--- config.mk ---
export PLATFORM = sky130hd
export DESIGN_NAME = uart_word_tx
export DESIGN_NICKNAME = d
export VERILOG_FILES = /design/src/rtl/uart_word_tx.sv
export SDC_FILE = /design/constraint.sdc
export NUM_CORES = 1
export LEC_CHECK = 0
export BUFFER_PORTS_ARGS = -buffer_cell sky130_fd_sc_hd__buf_2
export CAP_MARGIN = 20
export CORE_MARGIN = 3
export CORE_UTILIZATION = 52
export DETAILED_ROUTE_END_ITERATION = 8
export PLACE_DENSITY = 0.77
export SYNTH_ARGS = -nofsm -noshare
export SYNTH_HDL_FRONTEND = slang
export SYNTH_SLANG_ARGS = --single-unit
--- constraint.sdc ---
create_clock -name clk -period 2.2 [get_ports clk]
set_clock_uncertainty 0.05 [all_clocks]
set_input_delay 0.22 -clock clk [delete_from_list [all_inputs] [get_ports clk]]
set_output_delay 0.22 -clock clk [all_outputs]
set_load 0.02 [all_outputs]
--- src/rtl/uart_word_tx.sv ---
// uart_word_tx: buffers words from the core in a small FIFO and serialises
// each one as two bytes (low byte first) toward a UART byte transmitter.
// It also keeps a running count of words whose high byte has been accepted.
module uart_word_tx #(
   parameter int WORD_WIDTH = 16,
   parameter int FIFO_DEPTH = 4
) (
   input  logic                  clk,
   input  logic                  rst,
   input  logic                  word_valid,
   input  logic [WORD_WIDTH-1:0] word_in,
   output logic                  word_ready,
   output logic                  tx_byte_valid,
   output logic [7:0]            tx_byte,
   input  logic                  tx_byte_ready,
   output logic                  word_sent,
   output logic [WORD_WIDTH-1:0] word_sent_count
);

   localparam int AW = (FIFO_DEPTH > 1) ? $clog2(FIFO_DEPTH) : 1;

   typedef enum logic [1:0] {
      S_IDLE,
      S_LOW,
      S_HIGH
   } state_t;

   logic [WORD_WIDTH-1:0] r_mem [FIFO_DEPTH];
   logic [AW-1:0]         r_wr_ptr;
   logic [AW-1:0]         r_rd_ptr;
   logic [AW:0]           r_count;

   state_t                r_state;
   state_t                w_state_next;
   logic [7:0]            r_hold_hi;
   logic                  r_tx_valid;
   logic [7:0]            r_tx_byte;
   logic                  r_word_sent;
   logic [WORD_WIDTH-1:0] r_sent_count;

   logic                  w_full;
   logic                  w_empty;
   logic                  w_push;
   logic                  w_load;
   logic                  w_sent;
   logic [WORD_WIDTH-1:0] w_head;

   assign w_full  = (r_count == (AW+1)'(FIFO_DEPTH));
   assign w_empty = (r_count == '0);
   // Fullness is judged on the registered count, so a same-cycle pop never
   // opens a slot for a push offered while full.
   assign w_push  = word_valid && !w_full;
   assign w_head  = r_mem[r_rd_ptr];

   assign word_ready      = !w_full;
   assign tx_byte_valid   = r_tx_valid;
   assign tx_byte         = r_tx_byte;
   assign word_sent       = r_word_sent;
   assign word_sent_count = r_sent_count;

   // FIFO storage: written on an accepted push, never reset.
   always_ff @(posedge clk) begin
      if (w_push) begin
         r_mem[r_wr_ptr] <= word_in;
      end
   end

   // FIFO pointers and occupancy; pops happen only on serializer loads.
   always_ff @(posedge clk) begin
      if (rst) begin
         r_wr_ptr <= '0;
         r_rd_ptr <= '0;
         r_count  <= '0;
      end else begin
         if (w_push) begin
            r_wr_ptr <= r_wr_ptr + 1'b1;
         end
         if (w_load) begin
            r_rd_ptr <= r_rd_ptr + 1'b1;
         end
         case ({w_push, w_load})
            2'b10:   r_count <= r_count + 1'b1;
            2'b01:   r_count <= r_count - 1'b1;
            default: r_count <= r_count;
         endcase
      end
   end

   // Serializer state register.
   always_ff @(posedge clk) begin
      if (rst) begin
         r_state <= S_IDLE;
      end else begin
         r_state <= w_state_next;
      end
   end

   // Serializer next state, FIFO load and word-complete decisions.
   always_comb begin
      w_state_next = r_state;
      w_load       = 1'b0;
      w_sent       = 1'b0;
      case (r_state)
         S_IDLE: begin
            if (!w_empty) begin
               w_load       = 1'b1;
               w_state_next = S_LOW;
            end
         end
         S_LOW: begin
            if (tx_byte_ready) begin
               w_state_next = S_HIGH;
            end
         end
         S_HIGH: begin
            if (tx_byte_ready) begin
               w_sent = 1'b1;
               if (!w_empty) begin
                  w_load       = 1'b1;
                  w_state_next = S_LOW;
               end else begin
                  w_state_next = S_IDLE;
               end
            end
         end
         default: begin
            w_state_next = S_IDLE;
         end
      endcase
   end

   // Registered byte outputs, holding register and sent-word bookkeeping.
   // The low byte goes straight from the FIFO head to tx_byte on load, so
   // only the high byte needs to be held for the second beat.
   always_ff @(posedge clk) begin
      if (rst) begin
         r_hold_hi    <= '0;
         r_tx_valid   <= 1'b0;
         r_tx_byte    <= '0;
         r_word_sent  <= 1'b0;
         r_sent_count <= '0;
      end else begin
         r_tx_valid  <= (w_state_next != S_IDLE);
         r_word_sent <= w_sent;
         if (w_sent) begin
            r_sent_count <= r_sent_count + 1'b1;
         end
         if (w_load) begin
            r_hold_hi <= w_head[15:8];
            r_tx_byte <= w_head[7:0];
         end else if ((r_state == S_LOW) && tx_byte_ready) begin
            r_tx_byte <= r_hold_hi;
         end
      end
   end

endmodule

-- After elaboration in Yosys (flattened, before gate mapping)
Memories as Yosys holds them, arrays and structs flattened. A register that Yosys moved wholly into a read port is not among the register bits.
Index checks and enable logic that the tools add are counted.
- mux-type cells: 17
- eq/ne operators: 5
- reduce and logical (&&, ||, !) cells: 8
- $add $sub $neg: 5
- operators by type and width (kind ; number):
    adder 16 x 1 -> 16 bit (second input constant) ; 1
    two-way mux 8 bit ; 2
    two-way mux 2 bit ; 5
    two-way mux 1 bit ; 7
    case mux 2 bit (3 select lines) ; 1
    case mux 3 bit (2 select lines) ; 1
    nonzero test 2 bit ; 3
    adder 2 x 1 -> 2 bit (second input constant) ; 2
    equality test 2 x 1 -> 1 bit (second input constant) ; 2
    equality test 2 bit (second input constant) ; 2
    adder 3 x 1 -> 3 bit (second input constant) ; 1
    equality test 3 bit (second input constant) ; 1
    zero test 3 bit ; 1
    subtractor 3 x 1 -> 3 bit (second input constant) ; 1
    logical AND 1 bit ; 2
    zero test 2 bit ; 1
    case mux 1 bit (2 select lines) ; 1
    zero test 1 bit ; 1
- input port bits: 20
- output and inout port bits: 27
- logic and storage cells: 45
- flip-flop bits (word level): 43
- memories kept: 1
- memory bits (writable): 64
- memories (memory ; depth ; width ; rd ports ; clocked after Yosys merged registers in ; wr ports ; line ; text):
    r_mem ; 4 ; 16 ; 1 ; 1 ; 1 ; 28 ; logic [WORD_WIDTH-1:0] r_mem [FIFO_DEPTH];

-- Longest topological paths before layout
- depth after elaboration: 6
- mapped depth: 10
- mapped depth without buffers: 9

-- Worst setup path before layout
Ideal clock, no wire load.
- path type: register to register
- start: register r_count[0]
- end: register r_count[2]
- clock period less this slack: 2.416 ns
- setup slack: -0.216 ns
- buffers on the path: 0
- setup time: 0.070 ns
- arrival time: 2.296 ns
- stages on the path, launching flop included: 10
- required time: 2.080 ns
- path through: dfxtp_1 -> or3b_1 -> and2_1 -> inv_1 -> ha_1 -> inv_1 -> fa_1 -> xor2_1 -> or3_1 -> a21oi_1
- elaborated cells between the ends (all ways): 13
- those cells by class: add/sub: 2; eq/ne: 3; mux: 4; reduce/logical: 4
- RTL lines (what ; line ; text):
    from (decl) ; 31 ; logic [AW:0] r_count;
    from (signal assigned) ; 82 ; 2'b10: r_count <= r_count + 1'b1;
    from (signal assigned) ; 83 ; 2'b01: r_count <= r_count - 1'b1;
    from (signal assigned) ; 84 ; default: r_count <= r_count;
    equality test 3 bit * ; 48 ; assign w_full = (r_count == (AW+1)'(FIFO_DEPTH));
    zero test 1 bit * ; -- ;
    named net word_ready ; 12 ; output logic word_ready,
    logical AND 1 bit * ; 52 ; assign w_push = word_valid && !w_full;
    equality test 2 x 1 -> 1 bit or equality test 2 bit (tied branches) ; 81 ; case ({w_push, w_load})
    case mux 3 bit (2 select lines) or nonzero test 2 bit (tied branches) ; -- ;
Mark *: on every way through the listed nets, which the timed path passes. The rest lies on a longest branch.
A chain may end at the register's enable or synchronous reset.

-- Worst setup path after layout
- start: register r_count[2]
- end: register r_count[2]
- cells in the longest elaborated chain, start to end: 6
- elaborated cells between the ends (all ways): 13
- those cells by class: add/sub: 2; eq/ne: 3; mux: 4; reduce/logical: 4
- ends and longest elaborated chain (what ; line ; text):
    zero test 3 bit ; 49 ; assign w_empty = (r_count == '0);
    two-way mux 1 bit ; 105, 118 ;
    two-way mux 1 bit ; 116 ; if (tx_byte_ready) begin
    case mux 1 bit (2 select lines) ; 103 ; case (r_state)
    equality test 2 x 1 -> 1 bit or equality test 2 bit (tied branches) ; 81 ;
    case mux 3 bit (2 select lines) or nonzero test 2 bit (tied branches) ; -- ;
Several ways; a longest one is shown, not always the timed one.

==> impl_metrics.json <==
{
  "status": "finished, final reports clean",
  "synth_top_family_by_area": "simple AND/OR/NAND/NOR gates",
  "cts_buffers": 9,
  "die_w_um": 96.77,
  "yosysTopAreaCell": "edfxtp_1",
  "critPathMaxFanout": 5,
  "clock_sinks": 109,
  "via_per_inst": 5.363,
  "grt_pass1_vias": 2574,
  "period_minus_slack_ns": 2.176,
  "synth_ff_type": "edfxtp_1",
  "critPathMaxStageDelay_ns": 0.39,
  "r2r_slack_ns": 0.02,
  "num_io_pins": 47,
  "gp_congestion": 0.7392,
  "slew_violations": 0,
  "root_buffer": "clkbuf_8",
  "period_share_pct": 98.91,
  "p_leak_nw": 1.849,
  "powerDensity_nw_per_um2": 1058,
  "path_clk_slew_ns": 0.10,
  "syn_inst": 299,
  "n_antenna_cell": 0,
  "hold_viol_final": 0,
  "min_to": "r_mem[1][3]",
  "final_common_cell": "edfxtp_1",
  "cp.arrival_ns": 2.43,
  "route.vias.total": 2483,
  "r2r_end": "r_count[2]",
  "fp.dieH_um": 96.77,
  "path_cells": "or3b_4 > and2_4 > inv_4 > ha_4 > inv_2 > fa_2 > xor2_1 > or3_1 > a21oi_2",
  "drc": 0,
  "synth_compound_area_share_pct": 4.585,
  "min_delay_path_depth": 1,
  "clk_path_buf_depth": 2,
  "total_power_w": 0.005210,
  "peakVddDrop_uv": 604.8,
  "syn_avg_cell_area_um2": 14.33,
  "grt_pass1_wl_mm": 12.14,
  "core_area_um2": 7848,
  "r2r-start": "r_count[2]",
  "io_buffer_count": 46,
  "place_hpwl_mm": 4.874,
  "yosys_warnings": 0,
  "dieArea_um2": 9363,
  "first_iter_violations": 146,
  "startpoint_type": "flip-flop",
  "finalNetCount": 383,
  "critPathCaptureType": "flip-flop",
  "min-delay-start": "word_in[3]",
  "yosys.area_share.simple_pct": 11.19,
  "ys_seq_area_share_pct": 65.89,
  "fmax_mhz": 459.6,
  "rsz0062_at_grt": "yes",
  "tritoncts": "built",
  "std_cell_rows": 32,
  "crit_slowest_cell": "or3b_4",
  "synthArstFlopShare_pct": 0,
  "overflow": 0,
  "antenna_found_initial": 0,
  "initial_core_util_pct": 54.59,
  "setup_viol": 0,
  "cp.depth": 9,
  "hold_ws_ns": 0.01399,
  "finalSetupTns_ns": 0,
  "wl_per_cell_um": 15.78,
  "synth_cell_type_count": 43,
  "h-tree-depth": 3,
  "reg2reg_depth": 9,
  "post-place-cells": 442,
  "synthAdderAreaFrac_pct": 2.220,
  "hold_class": "in -> reg",
  "grt_max_degree": 27,
  "routed_wirelength_mm": 7.304,
  "ant_nets": 0,
  "final_cell_mix": "edfxtp_1, buf_2, dfxtp_1",
  "grt_usage_pct": 16.46,
  "synth-edff-count": 64,
  "syn-cell-area_um2": 4284,
  "drtPass1Iterations": 4,
  "synthMuxAreaShare_pct": 10.51,
  "cap_viol_max_count": 0,
  "finalNonFillerCells": 463,
  "worstSetupStartpoint": "r_count[2]",
  "synth_xor_area_share_pct": 2.862,
  "worst_pin_slew_ns": 0.8935,
  "crit_type": "reg -> reg",
  "synth_area_leaders": "edfxtp_1, dfxtp_1, mux4_2, nor2_1, a21oi_1",
  "path_buf_inv": 2,
  "critPathTopFamily": "simple AND/OR/NAND/NOR gates",
  "synth_fp_nets": 326,
  "crit_required_ns": 2.45,
  "clkLatencyLatePin_ns": 0.37,
  "synth_top_area_share_pct": 44.86,
  "ys_ff_latch": 109,
  "slew_headroom_pct": 40.43,
  "layout-drive-gt1-share_pct": 30.19,
  "syn_to_final_growth_pct": 14.92
}
state kept, by name, indices dropped and copies added (netlist names), named ones only:
signal / cells
r_wr_ptr: 2
r_count: 3
tx_byte: 8
r_rd_ptr: 2
r_hold_hi: 8
word_sent_count: 16
r_state: 2
r_mem: 64
tx_byte_valid: 1
word_sent: 1
Yosys cell counts (2+ instances only):
master / n
a211oi_1: 8
a21oi_1: 18
and3_1: 6
buf_2: 3
clkbuf_1: 9
clkbuf_8: 2
dfxtp_1: 45
edfxtp_1: 64
ha_1: 6
inv_1: 8
mux2i_1: 9
mux4_2: 16
nand2_1: 21
nand3_1: 4
nand4_1: 3
nor2_1: 26
nor3_1: 2
nor4_1: 2
o21ai_0: 6
or3_1: 6
xnor2_1: 6
xor2_1: 8
worst reg2reg max path, stage by stage (launching register included):
cell     delay [ns]
dfxtp_2        0.37
or3b_4         0.39
and2_4         0.16
inv_4          0.06
ha_4           0.13
inv_2          0.04
fa_2           0.32
xor2_1         0.15
or3_1          0.32
a21oi_2        0.12
what timing repair did:
item / CTS / global route
hold buffers: 4 / 0
pin swaps: 0 / 1
hold endpoints to repair: 16 / 0
endpoints found under the setup margin: 1 / 1
setup buffers: 1 / 0
cloned: 0 / 0
gates resized for setup: 2 / 2
metal layers:
metal / up-vias / share of wire, % / GRT usage, %
li1: 1214 / - / -
met1: 1203 / 41 / 19.13
met2: 56 / 52 / 28.93
met3: 10 / 4.9 / 5.047
met4: 0 / 1.6 / 5.508
met5: - / 0 / 0
worst max-delay path by stage:
stage                       endpoint  slack [ns]
final                     r_count[2]        0.02
after global routing      r_count[2]       -0.04
after CTS                 r_count[2]       0.006
after detailed placement  r_count[2]       -0.04
after global placement    r_count[2]        0.06
after floorplan           r_count[2]        0.03
metrics by stage:
step / setup WS [ns] / instance area, um^2 / util, %
2_1_floorplan: 0.02718 / 4328 / -
3_3_place_gp: 0.05805 / 4667 / 59.47
3_5_place_dp: -0.03564 / 4667 / 59.47
4_1_cts: 0.005867 / 4920 / 62.69
5_1_grt: -0.03718 / 4923 / 62.74
6_report: 0.02399 / 4923 / 62.74
cells by family after synthesis:
logic type / after synthesis
compound gates: 34
buf+inv: 24
flops: 109
fa+ha+maj: 7
simple gates: 86
mux: 25
xor+xnor: 14
area by class of cell:
| class | instances | area (um^2) |
|---|---|---|
| Clock buffer | 10 | 127.6 |
| Inverter | 9 | 43.79 |
| Multi-Input combinational cell | 166 | 1373 |
| Clock inverter | 6 | 71.32 |
| Fill cell | 612 | 2924 |
| Tap cell | 102 | 127.6 |
| Timing Repair Buffer | 61 | 352.8 |
| Sequential cell | 109 | 2828 |
power breakdown:
part	internal (W)	total, W	switching [W]	leakage, nW
clock	0.000539	0.00119	0.000649	0.0988
sequential	0.00247	0.00261	0.000140	0.956
combinational	0.000636	0.00142	0.000779	0.794
total	0.00364	0.00521	0.00157	1.85
No activity file was read; power rests on OpenSTA's default activity.
